## config.mk

```make
export PLATFORM = sky130hd
export DESIGN_NAME = sc_mmio_unit
export DESIGN_NICKNAME = d
export VERILOG_FILES = /design/src/rtl/sc_mmio_unit.sv
export SDC_FILE = /design/constraint.sdc
export NUM_CORES = 1
export LEC_CHECK = 0
export ABC_AREA = 1
export CAP_MARGIN = 40
export CORE_MARGIN = 8
export CORE_UTILIZATION = 40
export DETAILED_ROUTE_END_ITERATION = 10
export GPL_ROUTABILITY_DRIVEN = 0
export HOLD_SLACK_MARGIN = 0.1
export PLACE_DENSITY_LB_ADDON = 0.12
export SYNTH_ARGS = -nofsm -noshare
export SYNTH_HDL_FRONTEND = slang
export SYNTH_SLANG_ARGS = --single-unit
```

## constraint.sdc

```tcl
create_clock -name clock -period 2.4 [get_ports clock]
set_clock_uncertainty 0.05 [all_clocks]
set_input_delay 0.48 -clock clock [delete_from_list [all_inputs] [get_ports clock]]
set_output_delay 0.48 -clock clock [all_outputs]
set_load 0.01 [all_outputs]
```

## src/rtl/sc_mmio_unit.sv

```systemverilog
// Memory-mapped board I/O block: switches, debounced keys, LEDs, hex display, timer, irq.
// Ports: clock/resetn, io_sel/io_addr/io_we/io_wdata/io_rdata CPU bus, sw, key, led, hex, irq.
module sc_mmio_unit #(
    parameter int HEX_DIGITS      = 6,
    parameter int SW_WIDTH        = 10,
    parameter int LED_WIDTH       = 10,
    parameter int KEY_WIDTH       = 3,
    parameter int DEBOUNCE_CYCLES = 16
) (
    input  logic                    clock,
    input  logic                    resetn,
    input  logic                    io_sel,
    input  logic [3:0]              io_addr,
    input  logic                    io_we,
    input  logic [31:0]             io_wdata,
    output logic [31:0]             io_rdata,
    input  logic [SW_WIDTH-1:0]     sw,
    input  logic [KEY_WIDTH-1:0]    key,
    output logic [LED_WIDTH-1:0]    led,
    output logic [7*HEX_DIGITS-1:0] hex,
    output logic                    irq
);

    localparam int HW = 4 * HEX_DIGITS;
    localparam int DW = $clog2(DEBOUNCE_CYCLES);
    localparam logic [DW-1:0] DB_LAST = DW'(DEBOUNCE_CYCLES - 1);

    logic [SW_WIDTH-1:0]   sw_s1_q, sw_s2_q;
    logic [KEY_WIDTH-1:0]  key_s1_q, key_s2_q;
    logic [DW-1:0]         db_cnt_q [KEY_WIDTH];
    logic [DW-1:0]         db_cnt_d [KEY_WIDTH];
    logic [KEY_WIDTH-1:0]  key_lvl_q, key_lvl_d;
    logic [KEY_WIDTH-1:0]  key_edge_q, key_edge_d;
    logic [LED_WIDTH-1:0]  led_q, led_d;
    logic [HW-1:0]         hex_val_q, hex_val_d;
    logic [HEX_DIGITS-1:0] hex_blank_q, hex_blank_d;
    logic [31:0]           tmr_cnt_q, tmr_cnt_d;
    logic [31:0]           tmr_cmp_q, tmr_cmp_d;
    logic                  tmr_en_q, tmr_en_d;
    logic                  tmr_flag_q, tmr_flag_d;
    logic [KEY_WIDTH:0]    irq_en_q, irq_en_d;
    logic                  irq_q, irq_d;

    logic                  wr;
    logic [KEY_WIDTH-1:0]  key_pressed;
    logic [KEY_WIDTH-1:0]  edge_clr;
    logic                  tmr_match;

    function automatic logic [6:0] seg7(input logic [3:0] n);
        logic [6:0] s;
        case (n)
            4'h0: s = 7'h40;
            4'h1: s = 7'h79;
            4'h2: s = 7'h24;
            4'h3: s = 7'h30;
            4'h4: s = 7'h19;
            4'h5: s = 7'h12;
            4'h6: s = 7'h02;
            4'h7: s = 7'h78;
            4'h8: s = 7'h00;
            4'h9: s = 7'h10;
            4'hA: s = 7'h08;
            4'hB: s = 7'h03;
            4'hC: s = 7'h46;
            4'hD: s = 7'h21;
            4'hE: s = 7'h06;
            default: s = 7'h0E;
        endcase
        return s;
    endfunction

    always_comb begin
        wr          = io_sel & io_we;
        key_pressed = ~key_s2_q;

        // Counter only runs while the synchronized level disagrees with
        // the accepted one; any agreement restarts the qualification.
        key_lvl_d = key_lvl_q;
        for (int i = 0; i < KEY_WIDTH; i++) begin
            db_cnt_d[i] = '0;
            if (key_pressed[i] != key_lvl_q[i]) begin
                if (db_cnt_q[i] == DB_LAST) begin
                    key_lvl_d[i] = key_pressed[i];
                end else begin
                    db_cnt_d[i] = db_cnt_q[i] + 1'b1;
                end
            end
        end

        edge_clr = '0;
        if (wr && io_addr == 4'd2) begin
            edge_clr = io_wdata[KEY_WIDTH-1:0];
        end
        // Set term is ORed last so a new press survives a same-cycle clear.
        key_edge_d = (key_edge_q & ~edge_clr) | (key_lvl_d & ~key_lvl_q);

        tmr_match = tmr_en_q && (tmr_cnt_q == tmr_cmp_q);
        tmr_cnt_d = tmr_cnt_q;
        if (wr && io_addr == 4'd8 && io_wdata[2]) begin
            tmr_cnt_d = '0;
        end else if (tmr_en_q) begin
            tmr_cnt_d = tmr_match ? 32'd0 : tmr_cnt_q + 32'd1;
        end
        tmr_flag_d = tmr_match |
                     (tmr_flag_q & ~(wr && io_addr == 4'd8 && io_wdata[1]));

        led_d       = led_q;
        hex_val_d   = hex_val_q;
        hex_blank_d = hex_blank_q;
        tmr_cmp_d   = tmr_cmp_q;
        tmr_en_d    = tmr_en_q;
        irq_en_d    = irq_en_q;
        if (wr) begin
            case (io_addr)
                4'd3: led_d       = io_wdata[LED_WIDTH-1:0];
                4'd4: hex_val_d   = io_wdata[HW-1:0];
                4'd5: hex_blank_d = io_wdata[HEX_DIGITS-1:0];
                4'd7: tmr_cmp_d   = io_wdata;
                4'd8: tmr_en_d    = io_wdata[0];
                4'd9: irq_en_d    = io_wdata[KEY_WIDTH:0];
                default: ;
            endcase
        end

        irq_d = |({key_edge_q, tmr_flag_q} & irq_en_q);
    end

    always_ff @(posedge clock or negedge resetn) begin
        if (!resetn) begin
            sw_s1_q     <= '0;
            sw_s2_q     <= '0;
            key_s1_q    <= '0;
            key_s2_q    <= '0;
            for (int i = 0; i < KEY_WIDTH; i++) begin
                db_cnt_q[i] <= '0;
            end
            key_lvl_q   <= '0;
            key_edge_q  <= '0;
            led_q       <= '0;
            hex_val_q   <= '0;
            hex_blank_q <= '0;
            tmr_cnt_q   <= '0;
            tmr_cmp_q   <= '0;
            tmr_en_q    <= 1'b0;
            tmr_flag_q  <= 1'b0;
            irq_en_q    <= '0;
            irq_q       <= 1'b0;
        end else begin
            sw_s1_q     <= sw;
            sw_s2_q     <= sw_s1_q;
            key_s1_q    <= key;
            key_s2_q    <= key_s1_q;
            for (int i = 0; i < KEY_WIDTH; i++) begin
                db_cnt_q[i] <= db_cnt_d[i];
            end
            key_lvl_q   <= key_lvl_d;
            key_edge_q  <= key_edge_d;
            led_q       <= led_d;
            hex_val_q   <= hex_val_d;
            hex_blank_q <= hex_blank_d;
            tmr_cnt_q   <= tmr_cnt_d;
            tmr_cmp_q   <= tmr_cmp_d;
            tmr_en_q    <= tmr_en_d;
            tmr_flag_q  <= tmr_flag_d;
            irq_en_q    <= irq_en_d;
            irq_q       <= irq_d;
        end
    end

    always_comb begin
        case (io_addr)
            4'd0:    io_rdata = 32'(sw_s2_q);
            4'd1:    io_rdata = 32'(key_lvl_q);
            4'd2:    io_rdata = 32'(key_edge_q);
            4'd3:    io_rdata = 32'(led_q);
            4'd4:    io_rdata = 32'(hex_val_q);
            4'd5:    io_rdata = 32'(hex_blank_q);
            4'd6:    io_rdata = tmr_cnt_q;
            4'd7:    io_rdata = tmr_cmp_q;
            4'd8:    io_rdata = {30'd0, tmr_flag_q, tmr_en_q};
            4'd9:    io_rdata = 32'(irq_en_q);
            default: io_rdata = 32'd0;
        endcase
    end

    // A zeroed HEX_VAL would show '0' glyphs, so reset blanks explicitly.
    always_comb begin
        for (int i = 0; i < HEX_DIGITS; i++) begin
            if (!resetn || hex_blank_q[i]) begin
                hex[7*i +: 7] = 7'h7F;
            end else begin
                hex[7*i +: 7] = seg7(hex_val_q[4*i +: 4]);
            end
        end
    end

    assign led = led_q;
    assign irq = irq_q;

endmodule

```

==> results of run 1 <==
registers in the layout (all words and copies together), names as in the netlist:
signal       count
key_lvl_q        3
tmr_cnt_q       32
sw_s2_q         10
tmr_cmp_q       32
key_s1_q         3
key_s2_q         3
tmr_flag_q       1
sw_s1_q         10
key_edge_q       3
hex_val_q       24
led             10
irq              1
irq_en_q         4
db_cnt_q        12
tmr_en_q         1
hex_blank_q      6
metal layers:
layer	share of wire	wire, um	GRT usage
met3	0.042	1090	0.0379
met4	0.017	445	0.0567
met5	0	0	0
met1	0.46	12000	0.241
met2	0.48	12400	0.318
cells by family after synthesis:
family          count (synthesis)  synth area share
flops                         155             0.424
mux                             2           0.00246
buf+inv                       203            0.0868
compound gates                225             0.145
simple gates                  578             0.260
fa+ha+maj                      40            0.0547
xor+xnor                       28            0.0268
power by group through the flow:
stage | registers, uW | clock network [uW] | logic [uW]
3_3_place_gp | 3310 | 0 | 2230
6_report | 3280 | 2890 | 2220
2_1_floorplan | 3210 | 0 | 1260
4_1_cts | 3270 | 2950 | 2230
5_1_grt | 3330 | 3050 | 2510
3_5_place_dp | 3310 | 0 | 2250
synth_stat cells (11+ instances only):
cell type | number | area [um2]
nand2_1 | 346 | 1300
o211ai_1 | 17 | 128
ha_1 | 40 | 500
xor2_1 | 22 | 193
o221ai_1 | 13 | 114
o21ai_0 | 117 | 586
clkbuf_1 | 28 | 105
nand3_1 | 81 | 405
nor2_1 | 111 | 417
a21oi_1 | 27 | 135
dfrtp_1 | 155 | 3880
buf_2 | 11 | 55.1
inv_1 | 149 | 559
nand4_1 | 11 | 68.8
layout make-up:
cell class              instances  area [um2]  area share
multi-input cells             873        4620       0.388
flip-flops and latches        155        3880       0.327
repair buffers                207        1810       0.152
inverters                     158         598      0.0503
clock buffers                  18         439      0.0369
well taps                     285         357      0.0300
clock inverters                14         194      0.0163
repair_timing:
item,4_1_cts,5_1_grt
setup buffers,11,1
endpoints found under the setup margin,74,57
gates cloned,2,0
resized for setup,208,78
pin swaps,5,7
per-stage QoR:
step / util / setup TNS (ns) / std cells / setup slack [ns] / hold slack, ns
2_1_floorplan: - / 0 / 1231 / 0.477 / 0.134
3_3_place_gp: 0.497 / -18.27 / 1664 / -0.581 / 0.282
3_5_place_dp: 0.497 / -18.64 / 1664 / -0.621 / 0.286
4_1_cts: 0.530 / 0 / 1709 / 0.00194 / 0.122
5_1_grt: 0.527 / -0.0475 / 1710 / -0.0475 / 0.154
6_report: 0.527 / 0 / 1710 / 0.0648 / 0.0942
worst max-delay path by stage:
| stage | from | endpoint | slack [ns] | depth (start not counted) |
|---|---|---|---|---|
| global route | hex_val_q[17] | hex[28] | -0.05 | 7 |
| finish | io_addr[1] | io_rdata[7] | 0.06 | 8 |
| detailed placement | io_addr[2] | io_rdata[5] | -0.62 | 10 |
| floorplan | io_addr[1] | io_rdata[24] | 0.48 | 6 |
| global placement | io_addr[0] | io_rdata[1] | -0.58 | 10 |
| CTS | io_addr[2] | io_rdata[0] | 0.002 | 10 |
==> flow_summary_export.csv, run 1 <==
group,metric,value,unit
yosys,synth_cell_type_count,38,
clock_tree,cts_tree,"built",
drt,routedWlPerCell,15.2,um
yosys,syn_inst,1231,
yosys,yosys_register_bits,155,
global_route,grt_antenna_before_repair,0,
timing,rsz0062_at_grt,"true",
global_route,grt_first_pass_wirelength,43.7,mm
setup_path,crit_slowest_cell,"clkdlybuf4s15_2",
yosys,dominantRegCellSynth,"dfrtp_1",
drt,routed_wl,26.0,mm
power_and_ir_drop,p_per_area,704,nW/um2
final_layout,final_common_cell,"nand2_1",
power_and_ir_drop,power_frac_clock,0.344,
placed_design,place_area,11200,um2
yosys,synth.cell_area,9150,um2
timing,hold_viol,0,
die,initial_core_util,0.405,
setup_path,crit_arrival,1.81,ns
run,max_cap_violations,0,
yosys,synthArstFlopShare,1.00,
clock_tree,root_buffer,"clkbuf_16",
final_layout,areaGrowthSynthToFinish,30.0,%
power_and_ir_drop,intPower,5670,uW
power_and_ir_drop,combPwrFrac,0.265,
clock_tree,clk_pin_slew,0.06,ns
power_and_ir_drop,switchingPower,2700,uW
hold_path,hold_path.class,"in2async",
global_route,grt_pass1_vias,8600,
power_and_ir_drop,power_frac_seq,0.391,
power_and_ir_drop,swShare,0.323,
status,run_status,"complete, no violations",
timing,fin_crit_sh,0.973,
setup_path,critPathMaxStageDelay,0.27,ns
die,die_area,28000,um2
timing,fin_crit,2.34,ns
global_route,grt_max_degree,108,
drt,drtPass1Iterations,5,
setup_path,timing.rr.end,"tmr_cnt_q[24]",
timing,worstMarginPinSlew,0.747,ns
setup_path,worst-path-buf-inv,5,
clock_tree,numCtsBuffers,17,
drt,ant_nets,0,
setup_path,r2r_setup_slack,0.49,ns
timing,slew-limit-headroom,0.500,
setup_path,worstPathMaxFanout,9,
drt,vias,8590,
yosys,synth-edff-count,0,
timing,setup_viol,0,
placed_design,dp_hpwl,19.6,mm
power_and_ir_drop,ir_drop,509,uV
setup_path,crit_top_cell,"clkdlybuf4s15_2",
global_route,grt_use_total,0.189,
final_layout,fillers,2223,
drt,viasPerCell,5.02,
die,rows,55,
final_layout,final_cell_mix,"343 x nand2_1, 150 x dfrtp_1, 134 x inv_1, 112 x o21ai_0, 104 x nor2_1",
power_and_ir_drop,total_power,8380,uW
setup_path,reg2reg_depth,9,
global_route,grt-ovfl-total,0,
setup_path,crit_chain,"clkdlybuf4s15_2 -> inv_1 -> nor2_1 -> nand2_1 -> buf_12 -> buf_4 -> o221ai_1 -> clkdlybuf4s15_2",
yosys,synth_area_per_cell,7.43,um2
setup_path,cp_data_required_time,1.87,ns
clock_tree,cts.sink_count,155,
yosys,syn-num-nets,1324,
die,ios,138,
setup_path,critical-path-top-delay-family,"buffers and inverters",
clock_tree,cts_max_level,4,
final_layout,n_antenna_cell,0,
timing,slew_viol_final,0,
power_and_ir_drop,p_leak,0.00557,uW
clock_tree,clockBufferDepth,2,
timing,fmaxAchievable,428,MHz
final_layout,stdcell_area,11900,um2
final_layout,drive_gt1_frac,0.154,
die,core-area,22600,um2
placed_design,numPortBuffers,137,
clock_tree,clock_latency,0.43,ns
setup_path,r2r-start,"tmr_cnt_q[1]",
setup_path,crit_path_end_kind,"primary output",
setup_path,path_class,"in2out",
yosys,synth.yosys.seq_area_share,0.424,
drt,drt_iter0_markers,539,
setup_path,critPathLaunchType,"input port",
yosys,yosys_warnings,0,
drt,route.detailed.drc,0,
final_layout,nets,1505,
die,die_height,167,um
clock_tree,cts_hold_buffers,0,
die,die_w,167,um
Power figures use the tool's default switching activity.
==> run 2: changes to the inputs <==
--- a/config.mk
+++ b/config.mk
@@ -7,12 +7,14 @@
 export LEC_CHECK = 0
 export ABC_AREA = 1
 export CAP_MARGIN = 40
+export CORE_ASPECT_RATIO = 1.5
 export CORE_MARGIN = 8
 export CORE_UTILIZATION = 40
 export DETAILED_ROUTE_END_ITERATION = 10
 export GPL_ROUTABILITY_DRIVEN = 0
 export HOLD_SLACK_MARGIN = 0.1
 export PLACE_DENSITY_LB_ADDON = 0.12
+export SLEW_MARGIN = 10
 export SYNTH_ARGS = -nofsm -noshare
 export SYNTH_HDL_FRONTEND = slang
 export SYNTH_SLANG_ARGS = --single-unit
==> run 2 against run 1 <==
Compared with the run above: the flow now finishes with violations (setup timing); critical path type unchanged; clock power shrank 9.3%; cell count grew 0.12%; worst setup slack lost 0.069 ns; design area is essentially flat; worst hold slack gained 0.20 ns; sequential power is essentially flat.
==> flow_summary_export.csv, run 2 (synthesis results as in run 1) <==
group,metric,value,unit
drt,vias,8750,
setup_path,r2r-start,"tmr_cnt_q[1]",
power_and_ir_drop,p_per_area,684,nW/um2
status,run_status,"finished, violations left",
clock_tree,numCtsBuffers,17,
global_route,grt_max_degree,121,
die,ios,138,
final_layout,final_cell_mix,"344 x nand2_1, 150 x dfrtp_1, 133 x inv_1, 112 x o21ai_0, 101 x nor2_1",
setup_path,reg2reg_depth,9,
timing,hold_viol,0,
timing,worstMarginPinSlew,0.829,ns
setup_path,crit_path_end_kind,"primary output",
timing,finalWorstSetupSlack,-0.00449,ns
global_route,grt_antenna_before_repair,0,
drt,routedWlPerCell,16.2,um
timing,fmaxAchievable,416,MHz
hold_path,hold_path.class,"reg2reg",
setup_path,worstPathMaxFanout,10,
run,max_cap_violations,0,
final_layout,final_common_cell,"nand2_1",
power_and_ir_drop,p_leak,0.00558,uW
setup_path,critPathLaunchType,"input port",
drt,drt_iter0_markers,491,
die,rows,68,
setup_path,cp_data_required_time,1.87,ns
clock_tree,cts_max_level,4,
die,initial_core_util,0.403,
final_layout,stdcell_area,11900,um2
global_route,grt_first_pass_wirelength,45.5,mm
clock_tree,cts.sink_count,155,
die,core-area,22700,um2
drt,route.detailed.drc,0,
placed_design,dp_hpwl,20.8,mm
clock_tree,clock_latency,0.43,ns
hold_path,hold_end,"sw_s2_q[8]",
final_layout,reg_top3,"tmr_cmp_q x32, tmr_cnt_q x32, hex_val_q x24",
timing,fin_crit,2.40,ns
drt,drtPass1Iterations,7,
power_and_ir_drop,ir_drop,494,uV
setup_path,path_class,"in2out",
drt,routed_wl,27.7,mm
die,die_area,28100,um2
global_route,grt-ovfl-total,0,
placed_design,place_area,11200,um2
die,die_height,201,um
hold_path,hold_path_depth,0,
power_and_ir_drop,total_power,8140,uW
timing,slew_viol_final,0,
setup_path,r2r_setup_slack,0.48,ns
hold_path,min_from,"sw_s1_q[8]",
die,die_w,140,um
global_route,grt_use_total,0.201,
clock_tree,cts_tree,"built",
global_route,grt_pass1_vias,9156,
drt,viasPerCell,5.11,
status,violations,"setup timing",
clock_tree,root_buffer,"clkbuf_16",
clock_tree,clk_pin_slew,0.06,ns
timing,slew-limit-headroom,0.445,
setup_path,crit_arrival,1.87,ns
drt,ant_nets,0,
final_layout,drive_gt1_frac,0.152,
clock_tree,clockBufferDepth,2,
final_layout,n_antenna_cell,0,
final_layout,nets,1512,
final_layout,areaGrowthSynthToFinish,30.0,%
timing,setup_viol,1,
timing,fin_crit_sh,1.00,
setup_path,timing.rr.end,"tmr_cnt_q[24]",
placed_design,numPortBuffers,137,
## run 2: cell type report
class | count | area [um2]
well taps | 280 | 350
repair buffers | 214 | 1900
inverters | 158 | 603
flip-flops and latches | 155 | 3880
multi-input cells | 873 | 4590
clock inverters | 12 | 124
clock buffers | 20 | 447
fillers | 2244 | 10800
## run 2: worst max-delay path by stage
stage | cells after the start | from | slack (ns) | to
6_report | 9 | io_addr[0] | -0.004 | io_rdata[6]
5_1_grt | 9 | io_addr[0] | -0.08 | io_rdata[6]
4_1_cts | 10 | io_addr[1] | -0.002 | io_rdata[0]
3_5_place_dp | 9 | io_addr[1] | -0.68 | io_rdata[2]
3_3_place_gp | 8 | io_addr[1] | -0.65 | io_rdata[12]
2_1_floorplan | 6 | io_addr[1] | 0.48 | io_rdata[24]
## run 2: critical path, stage by stage
cell and delay (ns):
clkdlybuf4s15_1 0.26, nand2_1 0.12, inv_1 0.06, nand2_2 0.11
clkinv_4 0.11, buf_16 0.17, a221oi_2 0.20, o211ai_1 0.17
buf_2 0.18
## run 2: metal layers
layer	vias up	GRT usage	routed length [um]
li1	4375	-	-
met1	4130	0.208	10900
met2	199	0.381	14800
met3	46	0.0505	1340
met4	0	0.0767	707
met5	-	0	0
## run 2: where the power goes
part | switching [uW] | leakage, uW | internal, uW | total (uW)
clock | 1070 | 0.000283 | 1550 | 2620
combinational | 1280 | 0.00332 | 971 | 2250
sequential | 326 | 0.00198 | 2940 | 3270
## run 2: stage by stage
stage | worst slack (ns) | std cells | utilization | hold slack, ns | TNS (ns)
after floorplan | 0.477 | 1231 | - | 0.134 | 0
after global placement | -0.649 | 1661 | 0.495 | 0.282 | -18.83
after detailed placement | -0.684 | 1661 | 0.495 | 0.285 | -20.12
after CTS | -0.00203 | 1711 | 0.528 | 0.299 | -0.00203
after global routing | -0.0787 | 1712 | 0.524 | 0.304 | -0.404
final | -0.00449 | 1712 | 0.524 | 0.298 | -0.00449
## run 2: repair_timing
item | in CTS | in global routing
cloned | 1 | 0
setup buffers | 16 | 1
pin swaps | 5 | 5
hold buffers | 1 | 0
hold endpoints to repair | 35 | 0
gates resized for setup | 174 | 85
endpoints found under the setup margin | 74 | 62
